**config.mk**
```make
export PLATFORM = sky130hd
export DESIGN_NAME = pc_sequencer
export DESIGN_NICKNAME = d
export VERILOG_FILES = /design/src/rtl/pc_pkg.sv /design/src/rtl/ras_stack.sv /design/src/rtl/pc_sequencer.sv
export SDC_FILE = /design/constraint.sdc
export NUM_CORES = 1
export LEC_CHECK = 0
export CORE_UTILIZATION = 35
export CTS_BUF_LIST = sky130_fd_sc_hd__clkbuf_16
export CTS_CLUSTER_SIZE = 12
export DETAILED_ROUTE_END_ITERATION = 10
export SYNTH_ARGS = -nofsm -noshare
export SYNTH_HDL_FRONTEND = slang
export SYNTH_SLANG_ARGS = --single-unit
```
**constraint.sdc**
```tcl
create_clock -name clk -period 8.7 [get_ports clk]
set_input_delay 2.61 -clock clk [delete_from_list [all_inputs] [get_ports clk]]
set_output_delay 2.61 -clock clk [all_outputs]
set_load 0.03 [all_outputs]
```
**src/rtl/pc_pkg.sv**
```systemverilog
// Shared definitions for the program-counter sequencer: next-PC source encodings
// used by the sequencer control and by anything that drives pc_source.
package pc_pkg;

  localparam int unsigned PC_SRC_W = 3;

  localparam logic [PC_SRC_W-1:0] PC_SEQ  = 3'b000;
  localparam logic [PC_SRC_W-1:0] PC_BR   = 3'b001;
  localparam logic [PC_SRC_W-1:0] PC_JMP  = 3'b010;
  localparam logic [PC_SRC_W-1:0] PC_ALU  = 3'b011;
  localparam logic [PC_SRC_W-1:0] PC_CALL = 3'b100;
  localparam logic [PC_SRC_W-1:0] PC_RET  = 3'b101;

endpackage

```
**src/rtl/ras_stack.sv**
```systemverilog
// Circular return-address stack. A push while full overwrites the oldest entry;
// entry storage is not reset since nothing reads it while the stack is empty.
module ras_stack #(
  parameter int unsigned ADDR_W    = 32,
  parameter int unsigned RAS_DEPTH = 4
) (
  input  logic                       clk,
  input  logic                       rst,
  input  logic                       push,
  input  logic                       pop,
  input  logic [ADDR_W-1:0]          push_data,
  output logic [ADDR_W-1:0]          top,
  output logic [$clog2(RAS_DEPTH):0] count,
  output logic                       full,
  output logic                       empty
);

  localparam int unsigned PTR_W = $clog2(RAS_DEPTH);
  localparam int unsigned CNT_W = PTR_W + 1;

  logic [ADDR_W-1:0] mem_q [RAS_DEPTH];
  logic [ADDR_W-1:0] mem_d [RAS_DEPTH];
  logic [PTR_W-1:0]  sp_q, sp_d;
  logic [CNT_W-1:0]  cnt_q, cnt_d;

  // sp points at the next free slot; with power-of-two depth it wraps onto the oldest entry
  always_comb begin
    mem_d = mem_q;
    sp_d  = sp_q;
    cnt_d = cnt_q;
    if (push) begin
      mem_d[sp_q] = push_data;
      sp_d        = sp_q + PTR_W'(1);
      if (!full) begin
        cnt_d = cnt_q + CNT_W'(1);
      end
    end else if (pop && !empty) begin
      sp_d  = sp_q - PTR_W'(1);
      cnt_d = cnt_q - CNT_W'(1);
    end
  end

  always_ff @(posedge clk or posedge rst) begin
    if (rst) begin
      sp_q  <= '0;
      cnt_q <= '0;
    end else begin
      sp_q  <= sp_d;
      cnt_q <= cnt_d;
    end
  end

  always_ff @(posedge clk) begin
    mem_q <= mem_d;
  end

  assign top   = mem_q[sp_q - PTR_W'(1)];
  assign count = cnt_q;
  assign full  = (cnt_q == CNT_W'(RAS_DEPTH));
  assign empty = (cnt_q == '0);

endmodule

```
**src/rtl/pc_sequencer.sv**
```systemverilog
// Program-counter sequencer: next-PC selection, branch enable, CALL/RETURN via a
// return-address stack, and sticky stack overflow/underflow flags.
module pc_sequencer
  import pc_pkg::*;
#(
  parameter int unsigned      ADDR_W     = 32,
  parameter int unsigned      STEP       = 1,
  parameter int unsigned      RAS_DEPTH  = 4,
  parameter logic [ADDR_W-1:0] RESET_ADDR = '0
) (
  input  logic                       clk,
  input  logic                       rst,
  input  logic                       pc_write,
  input  logic                       pc_write_cond,
  input  logic                       zero,
  input  logic                       branch_ne,
  input  logic [PC_SRC_W-1:0]        pc_source,
  input  logic [ADDR_W-1:0]          jump_addr,
  input  logic [ADDR_W-1:0]          alu_out,
  input  logic [ADDR_W-1:0]          alu_result,
  input  logic                       err_clr,
  output logic [ADDR_W-1:0]          pc_out,
  output logic [$clog2(RAS_DEPTH):0] ras_count,
  output logic                       ras_full,
  output logic                       ras_empty,
  output logic                       ras_ovf,
  output logic                       ras_unf
);

  logic              pc_en_c;
  logic [ADDR_W-1:0] pc_q, pc_d;
  logic [ADDR_W-1:0] pc_inc_c;
  logic [ADDR_W-1:0] ras_top;
  logic              ras_push, ras_pop;
  logic              ovf_evt, unf_evt;
  logic              ovf_q, ovf_d;
  logic              unf_q, unf_d;

  // Next-PC select; stack is only touched by CALL/RETURN with pc_en high
  always_comb begin
    pc_en_c  = pc_write | (pc_write_cond & (zero ^ branch_ne));
    pc_inc_c = pc_q + ADDR_W'(STEP);
    pc_d     = pc_q;
    ras_push = 1'b0;
    ras_pop  = 1'b0;
    ovf_evt  = 1'b0;
    unf_evt  = 1'b0;
    if (pc_en_c) begin
      case (pc_source)
        PC_SEQ:  pc_d = pc_inc_c;
        PC_BR:   pc_d = alu_out;
        PC_JMP:  pc_d = jump_addr;
        PC_ALU:  pc_d = alu_result;
        PC_CALL: begin
          pc_d     = jump_addr;
          ras_push = 1'b1;
          ovf_evt  = ras_full;
        end
        PC_RET: begin
          if (ras_empty) begin
            unf_evt = 1'b1;
          end else begin
            pc_d    = ras_top;
            ras_pop = 1'b1;
          end
        end
        default: pc_d = pc_q;
      endcase
    end
    // A new error in the clearing cycle takes priority over err_clr
    ovf_d = ovf_evt | (ovf_q & ~err_clr);
    unf_d = unf_evt | (unf_q & ~err_clr);
  end

  always_ff @(posedge clk or posedge rst) begin
    if (rst) begin
      pc_q  <= RESET_ADDR;
      ovf_q <= 1'b0;
      unf_q <= 1'b0;
    end else begin
      pc_q  <= pc_d;
      ovf_q <= ovf_d;
      unf_q <= unf_d;
    end
  end

  ras_stack #(
    .ADDR_W    (ADDR_W),
    .RAS_DEPTH (RAS_DEPTH)
  ) u_ras (
    .clk       (clk),
    .rst       (rst),
    .push      (ras_push),
    .pop       (ras_pop),
    .push_data (pc_inc_c),
    .top       (ras_top),
    .count     (ras_count),
    .full      (ras_full),
    .empty     (ras_empty)
  );

  assign pc_out  = pc_q;
  assign ras_ovf = ovf_q;
  assign ras_unf = unf_q;

endmodule

```
==> impl_metrics.toml, run 1 <==
[routing]
drt_iter0_drc = 549
drtAntennaViolNets = 0
drc_errors = 0
vias = 6340
viasPerCell = 5.61
routedWlPerCell_um = 21.5
drtPass1Iterations = 5
wirelength_mm = 24.3

[floorplan]
core.rowCount = 56
ios = 145
fp.dieW_um = 158
start_util = 0.359
dieArea_um2 = 24900
die_y_um = 158
coreArea_um2 = 23600

[cells_and_area]
area_growth_syn_to_layout_pct = 27.7
fillers = 2161
multi_input_area_um2 = 3380
n_antenna_cell = 0
fin_util = 0.459
final_common_cell = "clkdlybuf4s50_1"
drive_above_1_share = 0.116
nNetsFinal = 910
layout_common_cells = "clkdlybuf4s50_1 (142), edfxtp_1 (128), a21oi_1 (66)"
register_area_um2 = 4820

[timing]
drv_slew = 0
rsz0062_at_grt = "false"
tns_ns = 0
skew_ns = 0.0115
whs_ns = 0.540
fmax_ghz = 0.198
period_minus_slack_ns = 5.06
maxSlewHeadroom = 0.266
setup_viol = 0
worst_pin_slew_ns = 1.09
finalHoldViolCount = 0
period_share = 0.582

[synth]
synth.ff_latch_count = 167
synth.distinct_cells = 51
netlist_area_um2 = 8480
postSynthCellCount = 675
syn_nets = 787
synth_warnings = 0
syn_avg_cell_area_um2 = 12.6
synth_seq_area_share = 0.568

[worst_setup_path]
crit_arrival_ns = 5.16
cp.required_ns = 8.80
worstPathMaxFanout = 17
r2r_setup_slack_ns = 5.37
crit_type = "in -> reg"
critPathCaptureType = "flop"
worstSetupStartpointType = "primary input"

[clocking]
cts_setup_buffers = 0
cts_tree = "done"
cts.htree.levels = 4
clkLatencyLatePin_ns = 0.43
numClockSinks = 167
root_buffer = "clkbuf_16"
cts_buffer_depth = 2
ctsResizeCount = 0
cts_buffers = 17
holdBufCountCts = 0
path_clk_slew_ns = 0.07

[global_routing]
grt_max_degree = 105
grt-ovfl-total = 0
grt_pass1_vias = 6272
antenna_found_initial = 0
grt_pass1_wl_mm = 36.8
grt_use_total = 0.203

[pwr]
cellLeakagePower_nw = 3.71
ir_worst_vdd_mv = 0.165
p_per_area_nw_per_um2 = 261

[job]
maxCapViolations = 0

[placement]
routabilityCongestion = 0.751
numPortBuffers = 144
hpwl_mm = 15.6

[outcome]
outcome = "finished, final reports clean"

[hold_path]
hp-class = "reg -> reg"
==> power breakdown <==
group | total (mW) | internal (mW) | switching [mW]
Sequential | 1.10 | 0.985 | 0.115
Combinational | 0.940 | 0.435 | 0.506
Clock | 0.788 | 0.460 | 0.328
==> cells in the mapped netlist, drive strengths merged <==
library cell,instances,area [um^2]
a211o,9,78.8
a211oi,4,30.0
a21o,4,30.0
a21oi,67,339
a221oi,4,35.0
a22o,1,8.76
a2bb2oi,9,78.8
a31o,2,17.5
a31oi,12,75.1
a41o,1,10.0
a41oi,5,43.8
and2,8,50.1
and3,5,31.3
and4,5,43.8
buf,6,32.5
clkbuf,47,176
dfrtp,39,976
edfxtp,128,3840
ha,6,75.1
inv,23,86.3
mux2i,1,10.0
mux4,32,721
nand2,19,71.3
nand2b,22,138
nand3,14,70.1
nand4,11,81.3
nand4b,1,8.76
nor2,19,71.3
nor2b,34,213
nor3,9,50.1
nor4,4,25.0
nor4b,1,8.76
o211ai,1,7.51
o21a,9,67.6
o21ai,20,100
o221ai,20,175
o22a,17,149
o22ai,13,81.3
o31ai,1,7.51
o32a,1,10.0
or2,4,25.0
or4,3,30.0
xnor2,24,210
xor2,10,87.6
==> final cells by class <==
cell class | count | share of cell area
Clock buffer | 17 | 0.0393
Clock inverter | 15 | 0.0174
Inverter | 23 | 0.00797
Multi-Input combinational cell | 432 | 0.312
Sequential cell | 167 | 0.445
Tap cell | 319 | 0.0369
Timing Repair Buffer | 157 | 0.141
==> per-stage QoR <==
stage	std cells	setup WS (ns)	instance area, um^2	total power, mW
floorplan	675	4.00	8480	1.71
global placement	1098	3.18	10200	2.05
detailed placement	1098	3.19	10200	2.06
CTS	1130	3.63	10800	2.85
global route	1130	3.37	10800	2.95
finish	1130	3.64	10800	2.83
==> flip-flops by register name, indices dropped and copies added (netlist names) <==
| name | cells |
|---|---|
| u_ras.mem_q | 128 |
| u_ras.count | 3 |
| ras_ovf | 1 |
| u_ras.sp_q | 2 |
| ras_unf | 1 |
| pc_out | 32 |
==> path summary, 6_finish.rpt <==
path                       depth (start not counted)                         to                      start
hold / removal                                     2          ras_ovf$_DFF_PP0_          ras_ovf$_DFF_PP0_
hold reg to reg                                    2          ras_ovf$_DFF_PP0_          ras_ovf$_DFF_PP0_
min in group asynchronous                          3          ras_ovf$_DFF_PP0_                        rst
setup reg to reg                                   8      pc_out[6]$_DFFE_PP0P_  u_ras.sp_q[0]$_DFFE_PP0P_
max in group asynchronous                          3  u_ras.sp_q[0]$_DFFE_PP0P_                        rst
setup / recovery                                   6  u_ras.mem_q[40]$_DFFE_PP_               pc_source[1]
==> critical path: stages <==
cell	delay [ns]
clkdlybuf4s50_1	0.57
inv_1	0.14
nand2_1	0.11
nor3_1	0.53
and2_1	0.75
buf_4	0.43
==> layer usage <==
layer | global-route usage | up-vias | wire, um
met3 | 0.0405 | 28 | 1890
met4 | 0.0693 | 0 | 516
met5 | 0 | - | 0
met1 | 0.279 | 3169 | 10800
li1 | - | 2872 | -
met2 | 0.319 | 271 | 11100
==> logic make-up (layout without fill, tap and decap cells) <==
kind of cell | after synthesis | in the layout | synth area share
AO/OA/AOI/OAI | 200 | 200 | 0.159
flip-flops | 167 | 167 | 0.568
AND/OR/NAND/NOR | 159 | 159 | 0.108
buffers and inverters | 76 | 212 | 0.0348
XOR/XNOR | 34 | 34 | 0.0351
multiplexers | 33 | 33 | 0.0862
adder cells (fa/ha/maj) | 6 | 6 | 0.00885
No activity file was read; power rests on OpenSTA's default activity.
==> run 2, diff against run 1 <==
==> constraint.sdc (replaced) <==
create_clock -name clk -period 4.25 [get_ports clk]
set_input_delay 1.275 -clock clk [delete_from_list [all_inputs] [get_ports clk]]
set_output_delay 1.275 -clock clk [all_outputs]
set_load 0.03 [all_outputs]
==> run 2 against run 1 <==
  * Flip-flop and latch count stayed put
  * Total power is 100% higher
  * Global-route usage is 0.12 points lower
  * Critical endpoint is now ras_full
  * Largest cell class unchanged
  * Highest routed layer unchanged
==> impl_metrics.toml, run 2 (synthesized netlist as in run 1, its figures left out) <==
[floorplan]
start_util = 0.359
ios = 145
fp.dieW_um = 158
coreArea_um2 = 23600
dieArea_um2 = 24900
core.rowCount = 56
die_y_um = 158

[clocking]
clkLatencyLatePin_ns = 0.43
ctsResizeCount = 0
cts_buffer_depth = 2
cts.htree.levels = 4
path_clk_slew_ns = 0.06
root_buffer = "clkbuf_16"
numClockSinks = 167
holdBufCountCts = 0
cts_tree = "done"
cts_buffers = 17
cts_setup_buffers = 0

[cells_and_area]
fillers = 2184
layout_common_cells = "clkdlybuf4s50_1 (142), edfxtp_1 (128), a21oi_1 (66)"
register_area_um2 = 4820
area_growth_syn_to_layout_pct = 28.8
largest_register_ffs = 128
final_common_cell = "clkdlybuf4s50_1"
nNetsFinal = 921
top_register = "u_ras.mem_q"
drive_above_1_share = 0.123
multi_input_area_um2 = 3380
n_antenna_cell = 0

[global_routing]
grt_use_total = 0.202
antenna_found_initial = 0
grt-ovfl-total = 0
grt_max_degree = 69
grt_pass1_vias = 6143
grt_pass1_wl_mm = 36.5

[placement]
numPortBuffers = 144
routabilityCongestion = 0.836
place_ws_ns = 0.846
hpwl_mm = 16.2

[timing]
drv_slew = 0
period_share = 0.775
period_minus_slack_ns = 3.29
fmax_ghz = 0.304
rsz0062_at_grt = "false"
tns_ns = 0
finalWorstSetupSlack_ns = 0.957
skew_ns = 0.00993
finalHoldViolCount = 0
maxSlewHeadroom = 0.374
setup_viol = 0
worst_pin_slew_ns = 0.930

[worst_setup_path]
crit_start = "u_ras.count[0]$_DFFE_PP0P_"
worstPathMaxFanout = 9
cp.required_ns = 2.97
crit_chain = "nor3_1, clkdlybuf4s50_1"
r2r_start = "u_ras.sp_q[0]$_DFFE_PP0P_"
cp_slowest_stage_delay_ns = 0.75
cp.buffers_inverters = 1
crit_type = "reg -> out"
worstSetupStartpointType = "flop"
critPathCaptureType = "primary output"
crit_family = "buffers and inverters"
crit_arrival_ns = 2.02
slowest_stage = "clkdlybuf4s50_1"

[routing]
drtPass1Iterations = 5
viasPerCell = 5.52
routedWlPerCell_um = 21.3
drc_errors = 0
vias = 6295
drt_iter0_drc = 522
wirelength_mm = 24.3
drtAntennaViolNets = 0

[pwr]
cellLeakagePower_nw = 3.76
share_comb_of_total_power = 0.333
switching_share = 0.334
p_per_area_nw_per_um2 = 518
power_switching_mw = 1.89
ir_worst_vdd_mv = 0.248
p_int_mw = 3.77
p_clk_frac = 0.262
seqPwrFrac = 0.404

[hold_path]
hp-start = "ras_unf$_DFF_PP0_"
hp-class = "reg -> reg"

[outcome]
outcome = "finished, final reports clean"

[job]
maxCapViolations = 0
==> run 2: cell count changes in the layout (fill, tap and decap cells not counted), moves of 2 or more <==
cell,change
buf_12,+5
clkinv_4,+2
inv_1,+3
inv_6,-7
buf_4,+6
clkinvlp_4,+3
==> run 2: final cells by class <==
class                           count  area share
Clock buffer                       17      0.0389
Clock inverter                     15      0.0131
Inverter                           23     0.00790
Multi-Input combinational cell    432       0.309
Sequential cell                   167       0.441
Tap cell                          319      0.0365
Timing Repair Buffer              168       0.153
==> run 2: path summary, 6_finish.rpt <==
kind	end	slack, ns	cells after the start
setup / recovery	ras_full	0.96	2
hold / removal	ras_unf$_DFF_PP0_	0.54	2
setup reg to reg	pc_out[8]$_DFFE_PP0P_	1.34	7
hold reg to reg	ras_unf$_DFF_PP0_	0.54	2
max in group asynchronous	pc_out[17]$_DFFE_PP0P_	2.29	3
min in group asynchronous	u_ras.sp_q[1]$_DFFE_PP0P_	1.22	2
==> run 2: power by group through the flow <==
stage                     sequential [mW]  clock (mW)  combinational (mW)
after floorplan                      2.37           0                1.14
after global placement               2.32           0                1.88
after detailed placement             2.32           0                1.89
after CTS                            2.29        1.51                1.90
after global routing                 2.32        1.57                2.03
final                                2.29        1.49                1.89
==> run 2: worst reg2reg max path, cell delays in order (launching register included) <==
cell,delay [ns]
dfrtp_2,0.72
inv_1,0.18
ha_1,0.32
buf_4,0.46
mux4_2,0.40
a221oi_1,0.40
a41oi_1,0.09
o22a_1,0.22
==> run 2: routing by layer <==
metal  global-route usage  wire (um)  vias to the layer above  share of wire
met5                    0          0                        -              0
met4               0.0661        503                        0          0.021
met3               0.0539       1890                       30          0.078
met2                0.308      11000                      240           0.45
met1                0.277      10900                     3144           0.45
li1                     -          -                     2881              -
==> run 2: metrics by stage <==
step                      power (mW)  hold WS (ns)   util  std cells  instance area, um^2
after CTS                       5.70         0.537  0.463       1141                10900
after detailed placement        4.21         0.527  0.439       1109                10400
final                           5.66         0.535  0.463       1141                10900
after floorplan                 3.51         0.560      -        675                 8480
after global placement          4.20         0.517  0.439       1109                10400
after global routing            5.93         0.579  0.463       1141                10900
